[src/rtl/xbar_pkg.sv]
// Shared types and helpers for the xbar sorting-network slice.
//   batch_state_t : ingress batch assembler FSM states
//   popcount()    : count of set bits in the low 'width' bits of a vector
package xbar_pkg;

    typedef enum logic [1:0] {
        StIdle,
        StCollect,
        StIssue
    } batch_state_t;

    // Widest vector popcount() accepts; callers zero-extend into this width.
    localparam int unsigned PopcntMaxWidth = 1024;

    function automatic int unsigned popcount(input logic [PopcntMaxWidth-1:0] bits,
                                             input int unsigned width);
        int unsigned cnt;
        cnt = 0;
        for (int unsigned i = 0; i < PopcntMaxWidth; i++) begin
            if (i < width && bits[i]) cnt++;
        end
        return cnt;
    endfunction

endpackage

[src/rtl/xbar_batch_issue_lane_slot.sv]
// lane_slot: one lane's register slot in the batch assembler.
//   clk, n_rst     : clock, synchronous active-low reset
//   capture        : latch din/shift and mark the lane captured
//   clear          : drop the captured flag (batch accepted downstream)
//   pad            : load the max-value sentinel with the lane's own index as tag
//   din, shift     : incoming lane data and tag
//   q_din, q_shift : held lane data and tag (drive the batch outputs directly)
//   captured       : lane holds a real request
module lane_slot #(
    parameter int unsigned DWIDTH   = 16,
    parameter int unsigned TAGWIDTH = 5,
    parameter logic [TAGWIDTH-1:0] LANE = '0
) (
    input  logic                clk,
    input  logic                n_rst,
    input  logic                capture,
    input  logic                clear,
    input  logic                pad,
    input  logic [DWIDTH-1:0]   din,
    input  logic [TAGWIDTH-1:0] shift,
    output logic [DWIDTH-1:0]   q_din,
    output logic [TAGWIDTH-1:0] q_shift,
    output logic                captured
);

    // capture/clear/pad are mutually exclusive by construction in the parent.
    always_ff @(posedge clk) begin
        if (!n_rst) begin
            q_din    <= '0;
            q_shift  <= '0;
            captured <= 1'b0;
        end else if (clear) begin
            captured <= 1'b0;
        end else if (capture) begin
            q_din    <= din;
            q_shift  <= shift;
            captured <= 1'b1;
        end else if (pad) begin
            q_din    <= '1;
            q_shift  <= LANE;
        end
    end

endmodule

[src/rtl/xbar_batch_issue.sv]
// xbar_batch_issue: ingress batch assembler ahead of the bitonic sorting network.
// Collects up to SIZE lane requests, pads empty lanes with all-ones sentinels and
// presents a registered batch with one out_valid/out_ready handshake.
//   clk, n_rst                : clock, synchronous active-low reset
//   in_valid/in_ready         : per-lane request handshake
//   in_din/in_shift           : per-lane sort key and shift tag
//   flush                     : issue the current partial batch (ignored when idle)
//   out_valid/out_ready       : batch handshake toward the network
//   out_din/out_shift         : lane-indexed batch data and tags
//   out_count                 : number of real (non-pad) lanes in the batch
//   busy                      : assembler not idle
module xbar_batch_issue
    import xbar_pkg::*;
#(
    parameter int unsigned SIZE     = 32,
    parameter int unsigned DWIDTH   = 16,
    parameter int unsigned TIMEOUT  = 8,
    localparam int unsigned TAGWIDTH = $clog2(SIZE)
) (
    input  logic                           clk,
    input  logic                           n_rst,
    input  logic [SIZE-1:0]                in_valid,
    input  logic [SIZE-1:0][DWIDTH-1:0]    in_din,
    input  logic [SIZE-1:0][TAGWIDTH-1:0]  in_shift,
    output logic [SIZE-1:0]                in_ready,
    input  logic                           flush,
    output logic                           out_valid,
    input  logic                           out_ready,
    output logic [SIZE-1:0][DWIDTH-1:0]    out_din,
    output logic [SIZE-1:0][TAGWIDTH-1:0]  out_shift,
    output logic [TAGWIDTH:0]              out_count,
    output logic                           busy
);

    localparam int unsigned TimerW = (TIMEOUT > 1) ? $clog2(TIMEOUT) : 1;

    batch_state_t                state_q;
    logic [TimerW-1:0]           timer_q;
    logic [SIZE-1:0]             captured_q;
    logic [SIZE-1:0]             cap_fire;
    logic [SIZE-1:0]             captured_nx;
    logic [PopcntMaxWidth-1:0]   pc_in;
    logic [TAGWIDTH:0]           count_nx;
    logic                        all_full;
    logic                        timeout_hit;
    logic                        issue_go;
    logic                        accept;

    assign in_ready = (state_q != StIssue) ? ~captured_q : '0;
    assign busy     = (state_q != StIdle);

    always_comb begin
        cap_fire    = in_valid & in_ready;
        // Captures at the issuing edge belong to the batch being issued.
        captured_nx = captured_q | cap_fire;
        all_full    = &captured_nx;
        timeout_hit = (timer_q == TimerW'(TIMEOUT - 1));
        issue_go    = 1'b0;
        unique case (state_q)
            StIdle:    issue_go = all_full;
            StCollect: issue_go = all_full || timeout_hit || flush;
            default:   issue_go = 1'b0;
        endcase
        accept      = (state_q == StIssue) && out_ready;
        pc_in       = '0;
        pc_in[SIZE-1:0] = captured_nx;
        count_nx    = (TAGWIDTH + 1)'(popcount(pc_in, SIZE));
    end

    always_ff @(posedge clk) begin
        if (!n_rst) begin
            state_q   <= StIdle;
            timer_q   <= '0;
            out_valid <= 1'b0;
            out_count <= '0;
        end else begin
            unique case (state_q)
                StIdle: begin
                    if (issue_go) begin
                        state_q   <= StIssue;
                        out_valid <= 1'b1;
                        out_count <= count_nx;
                        timer_q   <= '0;
                    end else if (|cap_fire) begin
                        state_q <= StCollect;
                        timer_q <= '0;
                    end
                end
                StCollect: begin
                    if (issue_go) begin
                        state_q   <= StIssue;
                        out_valid <= 1'b1;
                        out_count <= count_nx;
                        timer_q   <= '0;
                    end else begin
                        timer_q <= timer_q + TimerW'(1);
                    end
                end
                StIssue: begin
                    if (out_ready) begin
                        state_q   <= StIdle;
                        out_valid <= 1'b0;
                        timer_q   <= '0;
                    end
                end
                default: state_q <= StIdle;
            endcase
        end
    end

    for (genvar i = 0; i < SIZE; i++) begin : g_slot
        lane_slot #(
            .DWIDTH   (DWIDTH),
            .TAGWIDTH (TAGWIDTH),
            .LANE     (TAGWIDTH'(i))
        ) u_slot (
            .clk      (clk),
            .n_rst    (n_rst),
            .capture  (cap_fire[i]),
            .clear    (accept),
            .pad      (issue_go && !captured_nx[i]),
            .din      (in_din[i]),
            .shift    (in_shift[i]),
            .q_din    (out_din[i]),
            .q_shift  (out_shift[i]),
            .captured (captured_q[i])
        );
    end

endmodule

[config.mk]
export PLATFORM = sky130hd
export DESIGN_NAME = xbar_batch_issue
export DESIGN_NICKNAME = d
export VERILOG_FILES = /design/src/rtl/xbar_pkg.sv /design/src/rtl/xbar_batch_issue_lane_slot.sv /design/src/rtl/xbar_batch_issue.sv
export SDC_FILE = /design/constraint.sdc
export NUM_CORES = 1
export LEC_CHECK = 0
export BUFFER_PORTS_ARGS = -buffer_cell sky130_fd_sc_hd__buf_2
export CAP_MARGIN = 20
export CORE_AREA = 3 3 559 561
export CTS_BUF_LIST = sky130_fd_sc_hd__clkbuf_4
export DETAILED_ROUTE_END_ITERATION = 6
export DIE_AREA = 0 0 562 564
export PLACE_DENSITY_LB_ADDON = 0.08
export SETUP_SLACK_MARGIN = 0.02
export SKIP_CTS_REPAIR_TIMING = 1
export SLEW_MARGIN = 30
export SYNTH_ARGS = -nofsm -noshare
export SYNTH_HDL_FRONTEND = slang
export SYNTH_SLANG_ARGS = --single-unit
[constraint.sdc]
create_clock -name clk -period 28.4 [get_ports clk]
set_input_delay 5.68 -clock clk [delete_from_list [all_inputs] [get_ports clk]]
set_output_delay 5.68 -clock clk [all_outputs]
set_load 0.1 [all_outputs]
==> run metrics <==
pin count of the biggest net entering global routing 143; r2r setup slk 10390 ps; antenna violations before repair 194; Critical Path Fanout Max 8; fillers 35201; final-report hold violation count 0; worst slack, placed 5597 ps; Synth Net Count 3353; most used cell, CP ha_1; YS warnings 0; hold crit path type flop to flop; Final setup viols 0; total power 0.009478 W; clk sinks 716; clock tree buffer depth 4; Reg clk slew, reported paths 60 ps; Synth Cell Area a little under 30000 um^2; R2R Path End out_count[5]; share of post-route cells with drive strength above 1 0.6012; Worst EP required 29460 ps; RePlAce Congestion 0.8170; routed len/inst 30.78 um; global route overflow 0; antenna-violating nets left 0; final period utilization 0.7642; width of the die 562 um; Ports roughly 1400; CP endpoint out_count[5]; sequential element share of the synthesized area 0.4916; Pre-antenna DRT Iters 5; DIE AREA 317000 um^2; commonest non-fill, non-tap cell in the layout buf_2; Core Footprint about 300000 um^2; setup ws final 6696 ps; IO Port Bufs around 1400; number of synthesized flops with an enable pin 0; synthesized instance count 2610; RSZ-0062 raised after global routing false; CTS Buf Count 272; maxcap violations 0; DRC 0; Worst setup SP type primary input; most frequent cells in the layout buf_2 (1419), dfxtp_1 (716), o221a_2 (593); Worst Setup SP in_valid[1]; Core Util, Final 0.1467; Clock Latency Late Sink 1250 ps; CTS tree done; Inst Count DP 8014; Root Buffer clkbuf_4; worst path arrival time 22760 ps; Pleak 19.89 nW; Initial DRC Count 2131; Avg Inst Size Synth 11.17 um^2; via count 30940; H-tree levels 5; global-route wire length before repair 332200 um; Max IR drop VDD roughly 0.38 mV; starting density of the core 0.09457; Cell Count, Final, Fillers Out 8531; Die Ht 564 um; Worst Max-Slew Pin Slew 1349 ps; P&R area growth vs syn 55.13%; status complete, no violations; critical path capture point type flop; Slew Viols, Final 0; pwr dens between 200 and 250 nW/um^2; Vias/cell 3.627; final net count 4913; asr flop ratio synth 0; Slew headroom 0.1009; Distinct cells, synth 92; ys flop type dfxtp_1; setup tns final 0 ps; critical path class primary input to flop; Crit-path slowest cell or4_1; clk_skew 145.1 ps; R2R depth 93; vias in the first global route 30983; row count 204; all-layer global routing usage 0.1571; CP max stage delay 500 ps; fmax 46.07 MHz; register bit count reported by yosys 716; Post-Route WL 262600 um; Post-DP HPWL 212400 um; r2r startpoint state_q[1]; fin crit period 21700 ps
-- worst min path at each step --
stage	to	startpoint	slack (ps)	cells after the start
final	g_slot[23].u_slot.q_shift[3]	g_slot[23].u_slot.q_shift[3]	470	2
after global routing	g_slot[12].u_slot.q_shift[0]	g_slot[12].u_slot.q_shift[0]	500	1
after CTS	g_slot[23].u_slot.q_shift[3]	g_slot[23].u_slot.q_shift[3]	470	2
after detailed placement	g_slot[23].u_slot.q_shift[3]	g_slot[23].u_slot.q_shift[3]	460	2
after global placement	g_slot[23].u_slot.q_shift[3]	g_slot[23].u_slot.q_shift[3]	460	2
after floorplan	timer_q[0]	timer_q[0]	450	1
-- kinds of logic (layout without fill, tap and decap cells) --
logic type,count (synthesis),after routing,synth area share
AO/OA/AOI/OAI,964,964,0.3214
XOR/XNOR,152,152,0.05994
adder cells (fa/ha/maj),36,36,0.01536
buffers and inverters,254,2010,0.03386
flip-flops,716,716,0.4916
multiplexers,12,12,0.004291
other,0,45,0
AND/OR/NAND/NOR,476,476,0.07355
-- synth_stat cells (10+ instances only) --
cell type / n / area, um^2
nand2b_1: 21 / 131.4
o22ai_1: 10 / 62.56
nand2_1: 146 / 548.0
nor2_1: 183 / 686.9
a32o_1: 59 / 590.6
o221a_2: 593 / 6678
o21a_1: 26 / 195.2
nand4_1: 20 / 125.1
inv_1: 35 / 131.4
a21o_1: 22 / 165.2
ha_1: 35 / 437.9
nand3_1: 29 / 145.1
o21ai_1: 24 / 120.1
a22o_1: 13 / 113.9
a31oi_1: 14 / 87.58
xor2_1: 37 / 324.1
a21oi_1: 81 / 405.4
nor3_1: 19 / 95.09
dfxtp_1: 716 / 14330
o21ai_0: 46 / 230.2
clkbuf_1: 202 / 758.2
or3_1: 10 / 62.56
xnor2_1: 80 / 700.7
-- power by group --
part | switching [W] | leakage (nW) | internal (W)
clock network | 0.000612 | 2.07 | 0.000705
logic | 0.00427 | 11.9 | 0.00270
registers | 0.0000826 | 5.94 | 0.00111
-- layout make-up --
cell class                      count  area [um^2]  area share
Timing Repair Buffer             1505         7886      0.1743
Multi-Input combinational cell   1640        14100      0.3116
Clock buffer                      406         3048     0.06738
Clock inverter                     64        471.7     0.01043
Tap cell                         4120         5155      0.1140
Inverter                           35        131.4    0.002904
Antenna cell                       45        112.6    0.002489
Sequential cell                   716        14330      0.3169
-- metrics by stage --
stage	hold WS (ps)	area, um^2
after CTS	469.3	45070
after floorplan	454.3	29160
after detailed placement	458.8	41550
after global placement	460.7	41380
final	467.3	45230
after global routing	497.8	45140
-- sequential cells by signal (all words and copies together), names as in the netlist --
| signal | flops |
|---|---|
| g_slot.u_slot.q_din | 512 |
| g_slot.u_slot.q_shift | 160 |
| g_slot.u_slot.captured | 32 |
| out_count | 6 |
| timer_q | 3 |
| state_q | 2 |
| out_valid | 1 |
-- critical path: cells and delay by family --
family,cells,cell delay (ps)
AOI/OAI and AO/OA,25,4810
xor gates and xnor gates,12,2530
adders and majority gates,16,5020
buffers and inverters,7,600
muxes,4,910
and+or+nand+nor,29,3190
-- metal layers --
layer / wire length (um) / up-vias / global-route usage
met1: 106000 / 15025 / 0.1853
met5: 510 / - / 0
met2: 123100 / 1530 / 0.2612
li1: - / 13751 / -
met4: 7507 / 78 / 0.04238
met3: 25470 / 556 / 0.06509
(Power assumes the default switching activity.)
